--- src/rtl/cluster_speriph_plug_arbiter.sv ---
// Round-robin arbiter sharing one speriph slave port among NB_PLUGS plugs, with an in-order response router.
// Optional statistics counters are enabled with the macro SPERIPH_ARB_STATS_EN.
module cluster_speriph_plug_arbiter #(
    parameter int unsigned NB_PLUGS  = 2,
    parameter int unsigned ID_WIDTH  = 5,
    parameter int unsigned MAX_OUTST = 4
) (
    input  logic                               clk_i,
    input  logic                               rst_ni,
    input  logic [NB_PLUGS-1:0]                plug_req_i,
    input  logic [NB_PLUGS-1:0][31:0]          plug_add_i,
    input  logic [NB_PLUGS-1:0]                plug_wen_i,
    input  logic [NB_PLUGS-1:0][31:0]          plug_wdata_i,
    input  logic [NB_PLUGS-1:0][3:0]           plug_be_i,
    input  logic [NB_PLUGS-1:0][ID_WIDTH-1:0]  plug_id_i,
    output logic [NB_PLUGS-1:0]                plug_gnt_o,
    output logic [NB_PLUGS-1:0]                plug_r_valid_o,
    output logic [31:0]                        plug_r_rdata_o,
    output logic                               plug_r_opc_o,
    output logic [ID_WIDTH-1:0]                plug_r_id_o,
    output logic                               slv_req_o,
    output logic [31:0]                        slv_add_o,
    output logic                               slv_wen_o,
    output logic [31:0]                        slv_wdata_o,
    output logic [3:0]                         slv_be_o,
    output logic [ID_WIDTH-1:0]                slv_id_o,
    input  logic                               slv_gnt_i,
    input  logic                               slv_r_valid_i,
    input  logic [31:0]                        slv_r_rdata_i,
    input  logic                               slv_r_opc_i,
    input  logic [ID_WIDTH-1:0]                slv_r_id_i,
    output logic                               unexp_rsp_o
`ifdef SPERIPH_ARB_STATS_EN
    ,
    output logic [NB_PLUGS-1:0][15:0]          stat_grant_o,
    output logic [15:0]                        stat_confl_o,
    output logic [15:0]                        stat_full_o
`endif
);

    localparam int unsigned SEL_W = (NB_PLUGS > 1) ? $clog2(NB_PLUGS) : 1;
    localparam int unsigned PTR_W = (MAX_OUTST > 1) ? $clog2(MAX_OUTST) : 1;
    localparam int unsigned CNT_W = $clog2(MAX_OUTST) + 1;

    logic [SEL_W-1:0] rr_q, rr_d;
    logic [SEL_W-1:0] sel_rr, sel;
    logic             lock_q, lock_d;
    logic [SEL_W-1:0] lock_sel_q;
    logic             any_req, accept, pop;
    logic             fifo_full, fifo_empty;
    logic [CNT_W-1:0] cnt_q, cnt_d;
    logic [PTR_W-1:0] wr_ptr_q, rd_ptr_q;
    logic [SEL_W-1:0] fifo_q [MAX_OUTST];
    logic [SEL_W-1:0] head;
    logic             unexp_q;

    // Cyclic search for the first requester at or after the round-robin pointer.
    always_comb begin
        int  idx;
        logic found;
        found  = 1'b0;
        sel_rr = '0;
        for (int i = 0; i < int'(NB_PLUGS); i++) begin
            idx = int'(rr_q) + i;
            if (idx >= int'(NB_PLUGS)) idx = idx - int'(NB_PLUGS);
            if (!found && plug_req_i[idx]) begin
                found  = 1'b1;
                sel_rr = SEL_W'(idx);
            end
        end
    end

    // A stalled request keeps its plug even if an earlier-priority plug starts requesting.
    assign sel        = lock_q ? lock_sel_q : sel_rr;
    assign any_req    = |plug_req_i;
    assign fifo_full  = (cnt_q == CNT_W'(MAX_OUTST));
    assign fifo_empty = (cnt_q == '0);
    assign slv_req_o  = rst_ni & any_req & ~fifo_full;
    assign accept     = slv_req_o & slv_gnt_i;
    assign pop        = rst_ni & slv_r_valid_i & ~fifo_empty;
    assign head       = fifo_q[rd_ptr_q];
    assign lock_d     = slv_req_o & ~slv_gnt_i;

    always_comb begin
        slv_add_o   = '0;
        slv_wen_o   = 1'b0;
        slv_wdata_o = '0;
        slv_be_o    = '0;
        slv_id_o    = '0;
        if (any_req) begin
            slv_add_o   = plug_add_i[sel];
            slv_wen_o   = plug_wen_i[sel];
            slv_wdata_o = plug_wdata_i[sel];
            slv_be_o    = plug_be_i[sel];
            slv_id_o    = plug_id_i[sel];
        end
    end

    always_comb begin
        plug_gnt_o     = '0;
        plug_r_valid_o = '0;
        for (int i = 0; i < int'(NB_PLUGS); i++) begin
            plug_gnt_o[i]     = accept && (sel == SEL_W'(i));
            plug_r_valid_o[i] = pop && (head == SEL_W'(i));
        end
    end

    assign plug_r_rdata_o = slv_r_rdata_i;
    assign plug_r_opc_o   = slv_r_opc_i;
    assign plug_r_id_o    = slv_r_id_i;
    assign unexp_rsp_o    = unexp_q;

    always_comb begin
        rr_d = rr_q;
        if (accept) rr_d = (sel == SEL_W'(NB_PLUGS - 1)) ? '0 : sel + SEL_W'(1);
        cnt_d = cnt_q;
        if (accept && !pop)      cnt_d = cnt_q + CNT_W'(1);
        else if (!accept && pop) cnt_d = cnt_q - CNT_W'(1);
    end

    always_ff @(posedge clk_i) begin
        if (!rst_ni) begin
            rr_q       <= '0;
            lock_q     <= 1'b0;
            lock_sel_q <= '0;
            cnt_q      <= '0;
            wr_ptr_q   <= '0;
            rd_ptr_q   <= '0;
            unexp_q    <= 1'b0;
        end else begin
            rr_q       <= rr_d;
            lock_q     <= lock_d;
            lock_sel_q <= sel;
            cnt_q      <= cnt_d;
            if (accept) begin
                fifo_q[wr_ptr_q] <= sel;
                wr_ptr_q <= (wr_ptr_q == PTR_W'(MAX_OUTST - 1)) ? '0 : wr_ptr_q + PTR_W'(1);
            end
            if (pop) rd_ptr_q <= (rd_ptr_q == PTR_W'(MAX_OUTST - 1)) ? '0 : rd_ptr_q + PTR_W'(1);
            if (slv_r_valid_i && fifo_empty) unexp_q <= 1'b1;
        end
    end

`ifdef SPERIPH_ARB_STATS_EN
    logic [NB_PLUGS-1:0][15:0] stat_grant_q;
    logic [15:0]               stat_confl_q, stat_full_q;
    logic                      confl, full_blk;

    assign confl    = ($countones(plug_req_i) >= 2) && slv_req_o;
    assign full_blk = rst_ni & any_req & fifo_full;

    always_ff @(posedge clk_i) begin
        if (!rst_ni) begin
            stat_grant_q <= '0;
            stat_confl_q <= '0;
            stat_full_q  <= '0;
        end else begin
            for (int i = 0; i < int'(NB_PLUGS); i++) begin
                if (plug_gnt_o[i] && stat_grant_q[i] != 16'hFFFF)
                    stat_grant_q[i] <= stat_grant_q[i] + 16'd1;
            end
            if (confl && stat_confl_q != 16'hFFFF) stat_confl_q <= stat_confl_q + 16'd1;
            if (full_blk && stat_full_q != 16'hFFFF) stat_full_q <= stat_full_q + 16'd1;
        end
    end

    assign stat_grant_o = stat_grant_q;
    assign stat_confl_o = stat_confl_q;
    assign stat_full_o  = stat_full_q;
`endif

endmodule
--- config.mk ---
export PLATFORM = sky130hd
export DESIGN_NAME = cluster_speriph_plug_arbiter
export DESIGN_NICKNAME = d
export VERILOG_FILES = /design/src/rtl/cluster_speriph_plug_arbiter.sv
export SDC_FILE = /design/constraint.sdc
export NUM_CORES = 1
export LEC_CHECK = 0
export ABC_AREA = 1
export CAP_MARGIN = 40
export CORE_AREA = 3 3 118 120
export CTS_BUF_LIST = sky130_fd_sc_hd__clkbuf_8
export CTS_CLUSTER_DIAMETER = 200
export DETAILED_ROUTE_END_ITERATION = 8
export DIE_AREA = 0 0 121 123
export SETUP_SLACK_MARGIN = 0.15
export SLEW_MARGIN = 30
export SYNTH_ARGS = -nofsm -noshare
export SYNTH_HDL_FRONTEND = slang
export SYNTH_SLANG_ARGS = --single-unit
--- constraint.sdc ---
create_clock -name clk_i -period 2 [get_ports clk_i]
set_input_delay 0.4 -clock clk_i [delete_from_list [all_inputs] [get_ports clk_i]]
set_output_delay 0.4 -clock clk_i [all_outputs]
set_load 0.02 [all_outputs]
## After elaboration in Yosys (flattened, before gate mapping)

Memories as Yosys holds them, arrays and structs flattened. A register that Yosys moved wholly into a read port is not among the register bits.
Index checks and enable logic that the tools add are counted.
W data, S select, Z words.

- Add/subtract/negate cells: 8
- $lt $le $gt $ge: 5
- Eq/ne operators: 3
- Multiplexer cells: 37
- Bitwise operators: 11
- Reduce and logical (&&, ||, !) cells: 14

Operators with widths:

| cell | count |
|---|---|
| $mux W32 | 8 |
| $lt A32 B3 Y1 const B | 2 |
| $mux W1 | 17 |
| $mux W5 | 3 |
| $mux W4 | 3 |
| $logic_and A1 B1 Y1 | 8 |
| $mux W2 | 4 |
| $and A1 B1 Y1 | 6 |
| $mux W3 | 2 |
| $not A1 Y1 | 5 |
| $add A2 B1 Y2 const B | 2 |
| $eq A2 B2 Y1 const B | 2 |
| $add A3 B1 Y3 const B | 1 |
| $eq A3 B3 Y1 const B | 1 |
| $logic_not A1 Y1 | 3 |
| $logic_not A3 Y1 | 1 |
| $sub A1 B2 Y3 const B | 1 |
| $sub A2 B2 Y3 const B | 1 |
| $sub A3 B1 Y3 const B | 1 |
| $add A1 B1 Y2 const B | 1 |
| $ge A1 B2 Y1 const B | 1 |
| $ge A2 B2 Y1 const B | 1 |
| $lt A1 B2 Y1 const B | 1 |
| $reduce_bool A2 Y1 | 1 |
| other kinds (2) | 2 |

- Flip-flop bits (word level): 11
- Memory bits (writable): 4
- Input port bits: 192
- Output and inout bits: 118
- Word-level logic and storage cells: 86
- Memories kept: 1

Memories:

| memory | depth | width | rd ports | clocked after Yosys merged registers in | write ports | RTL line | RTL |
|---|---|---|---|---|---|---|---|
| fifo_q | 4 | 1 | 1 | 1 | 1 | 53 | `logic [SEL_W-1:0] fifo_q [MAX_OUTST];` |

## Logic depth before layout (Yosys ltp)

- Depth in word-level cells: 13
- Mapped depth: 14
- Depth with buffers taken out: 13

## Worst setup path before layout

No wires, ideal clock.

- Path type: input -> register
- Start point: input port rst_ni
- End point: register cnt_q[2]
- Library setup time: 0.113 ns
- Arrival: 1.789 ns
- Path slack: 0.098 ns
- Stages on the path: 14
- Path buffers: 1
- Cells stage by stage: inv_1 nor2_1 nand3_1 buf_2 inv_1 ha_1 inv_1 fa_1 inv_1 nand2_1 nand3_1 nand2_1 nand2_1 nor2_1

- Longest elaborated chain between the ends: 6
- Elaborated cells between the ends (all ways): 11
- Those cells by class: mux: 1; bitwise: 5; reduce/logical: 5

RTL lines:

| item | RTL line | RTL |
|---|---|---|
| start, declared | 9 | `input logic rst_ni,` |
| $and A1 B1 Y1 (2 in a row) | 78 | `assign slv_req_o = rst_ni & any_req & ~fifo_full;` |
| $and A1 B1 Y1 | 79 | `assign accept = slv_req_o & slv_gnt_i;` |
| $logic_not A1 Y1 | 118 | `else if (!accept && pop) cnt_d = cnt_q - CNT_W'(1);` |
| $logic_and A1 B1 Y1 | 118 |  |
| $reduce_bool A2 Y1 (no line) | n/a |  |
| end signal, assigned | 134 | `cnt_q <= cnt_d;` |
| end, declared | 51 | `logic [CNT_W-1:0] cnt_q, cnt_d;` |

Parallel ways exist; a longest one is shown, timed or not.
A chain may end at the register's enable or synchronous reset.

## Final worst setup path

- Start point: register lock_q
- End point: output port slv_add_o[10]

- Longest elaborated chain between the ends: 4

RTL lines:

| item | RTL line | RTL |
|---|---|---|
| start, declared | 47 | `logic lock_q, lock_d;` |
| start signal, assigned | 132 | `lock_q <= lock_d;` |
| $mux W1 | 74 | `assign sel = lock_q ? lock_sel_q : sel_rr;` |
| $mux W32 (not written as such) (2 in a row) | 91 | `slv_add_o = plug_add_i[sel];` |
| $mux W32 | 90 | `if (any_req) begin` |
| end, declared | 22 | `output logic [31:0] slv_add_o,` |

Every way passes these cells. The select of a mux whose other input is x is not followed.

==> metrics.txt <==
outcome finished with violations; violations in the final reports setup timing; total number of vias 3543; final worst slack -0.188 ns; drt pass-1 iters 4; antenna violations before repair 0; Worst-Skew Late Latency around 0.25 ns; Worst Path Arrival roughly 1.8 ns; DR WL/cell 16.7 µm; Net Switching about 1.2 mW; crit path buf inv count 7; switching portion of total power 0.403; worst path cell trace nor2_2 -> nand2_2 -> nand2_4 -> buf_8 -> inv_12 -> buf_12 -> buf_8 -> buf_12 -> buf_16 -> nor2_4 -> nor2_2 -> buf_6; Total Routing Usage GR 0.160; sequential share of power 0.144; DIE AREA 14900 µm²; Routed Antenna Nets 0; Yosys top cell by area nor2_1; hold_buf cts 0; fin. max-slew vios 0; Total Neg Setup Slack -5.62 ns; Worst path slowest cell dfxtp_2; fin crit share 1.09; Syn Nets roughly 590; crit path capture type output port; PD cells around 460 nW/µm²; CP Launch Type flip-flop; Placer Congestion 0.759; Worst Hold Class flip-flop to flip-flop; Main synth FF type dfxtp_1; Initial Util 0.168; clk slew on worst S/H paths 0.06 ns; largest net degree at the start of global routing 42; critical path type flip-flop to output port; Post-synth EDFFs 4; most frequent cell after synthesis nor2_1; Critical Path RT 1.60 ns; Die Ht 123 µm; Floorplan Core Area 13100 µm²; Syn Area/Cell 5.62 µm²; Lkg Pwr between 2 and 3 nW; Max IR drop VDD 0.000221 V; Mapped Cells 392; part of the Yosys area used for sequential elements 0.173; number of I/O pins 310; Synth Warn # 0; Max H-tree Level 1; routed wire length 13700 µm; maximum clock rate 0.457 GHz; most frequent cells after synthesis nor2_1 (171), o21ai_0 (55), buf_4 (40), o21ai_1 (23), nand2_1 (22); clk sinks 17; worst-margin pin slew 0.313 ns; nets between 800 and 900; Vias/cell 4.32; Area Overhead vs Synth 187%; power share of the combinational group 0.768; CTS Root Buffer Type clkbuf_8; Internal Pwr Total 1.74 mW; cts bufs inserted 3; unrepaired setup endpoints after global routing true; Slew Limit Headroom 0.789; final hold violations 0; Top Family by Delay on Critical Path buffers and inverters; chip width roughly 120 µm; GRT Residual Overflow 0; Synth top area share 0.291; vias in the first global route 3598; Final setup violation count 74; number of distinct library cells after synthesis 21; post-layout util 0.483; Final Critical Period 2.19 ns; Synth Cell Area 2200 µm²; synth top area cells nor2_1 (29%), buf_4 (14%), o21ai_0 (12%); DRC Markers 0; FFs w/ async S/R, synth 0; clk buf depth 2; fill cell count ~1200; Power Total 2.91 mW; # diodes 0; initial DRC count 126; max incr delay on CP approximately 0.33 ns; Rows 42; clock share of power 0.088; max cap viols 0; CTS tree built; share of layout cells above drive strength 1 0.493; first-pass GRT wire length 18700 µm; CP max FO 5; flop and latch count out of synthesis 17; hpwl dp 8390 µm; final setup skew 0.00383 ns; PortBufs 233
==> worst reg2reg max path, stage by stage, from the launching register on <==
cell and delay [ns]:
dfxtp_1 0.32, nor2_2 0.16, nand2_2 0.09, nand3_2 0.08
buf_4 0.10, ha_2 0.17, inv_2 0.04, fa_2 0.33
inv_1 0.06, nand2_1 0.05, nand3_1 0.10, nand2_1 0.06
nand2_1 0.05, nor2_1 0.03
==> cell families after synthesis <==
| kind of cell | after synthesis | synth area share |
|---|---|---|
| buffers and inverters | 85 | 0.247 |
| flip-flops | 17 | 0.173 |
| XOR/XNOR | 1 | 0.00397 |
| AO/OA/AOI/OAI | 82 | 0.187 |
| AND/OR/NAND/NOR | 200 | 0.346 |
| adder cells (fa/ha/maj) | 7 | 0.0431 |
==> cell usage in the layout, fill, tap and decap left out, drive strengths merged <==
master,netlist,layout
a21oi,3,3
buf,55,156
clkbuf,9,7
clkdlybuf4s15,0,1
clkdlybuf4s50,0,149
clkinv,1,1
dfxtp,13,13
dlygate4sd2,0,3
edfxtp,4,4
fa,1,1
ha,6,6
inv,20,21
nand2,23,23
nand3,4,4
nand4,2,2
nor2,171,171
o211ai,1,1
o21ai,78,78
xor2,1,1
==> layer usage <==
metal | vias up | share of wire | track usage
met1 | 1616 | 0.37 | 0.179
met4 | 0 | 0.026 | 0.0460
met5 | - | 0 | 0
met2 | 185 | 0.53 | 0.298
met3 | 30 | 0.079 | 0.0384
li1 | 1712 | - | -
==> area by class of cell <==
class                           count  area [µm²]  share of cell area
Clock buffer                        3        41.3             0.00653
Clock inverter                      1        5.00            0.000792
Inverter                           21        93.8              0.0148
Multi-Input combinational cell    290        2040               0.323
Sequential cell                    17         383              0.0606
Tap cell                          176         220              0.0348
Timing Repair Buffer              313        3540               0.560
==> path summary, 6_finish.rpt <==
path,from,end,slack (ns),depth (start not counted)
setup / recovery,lock_q,slv_add_o[10],-0.19,12
hold / removal,unexp_rsp_o,unexp_rsp_o,0.47,2
setup reg to reg,cnt_q[1],cnt_q[2],0.26,13
hold reg to reg,unexp_rsp_o,unexp_rsp_o,0.47,2
==> power groups by stage <==
stage | logic [mW] | registers (mW) | clock network (mW)
floorplan | 0.769 | 0.428 | 0
global placement | 1.46 | 0.418 | 0
detailed placement | 1.48 | 0.421 | 0
CTS | 2.02 | 0.414 | 0.267
global route | 2.37 | 0.423 | 0.281
finish | 2.23 | 0.418 | 0.257
==> through the flow <==
| step | hold slack (ns) | cells | setup slack [ns] | cell area, µm² |
|---|---|---|---|---|
| global route | 0.531 | 821 | -0.267 | 6320 |
| finish | 0.473 | 821 | -0.188 | 6320 |
| global placement | 0.459 | 764 | -0.875 | 4570 |
| floorplan | 0.472 | 392 | 0.158 | 2210 |
| CTS | 0.485 | 812 | -0.184 | 5780 |
| detailed placement | 0.463 | 764 | -0.902 | 4570 |
==> timing repair <==
action	4_1_cts	5_1_grt
pin swaps	38	35
setup endpoints to repair	82	78
setup buffers	27	5
cloned	17	4
gates resized for setup	629	113
No activity file was read; power rests on OpenSTA's default activity.
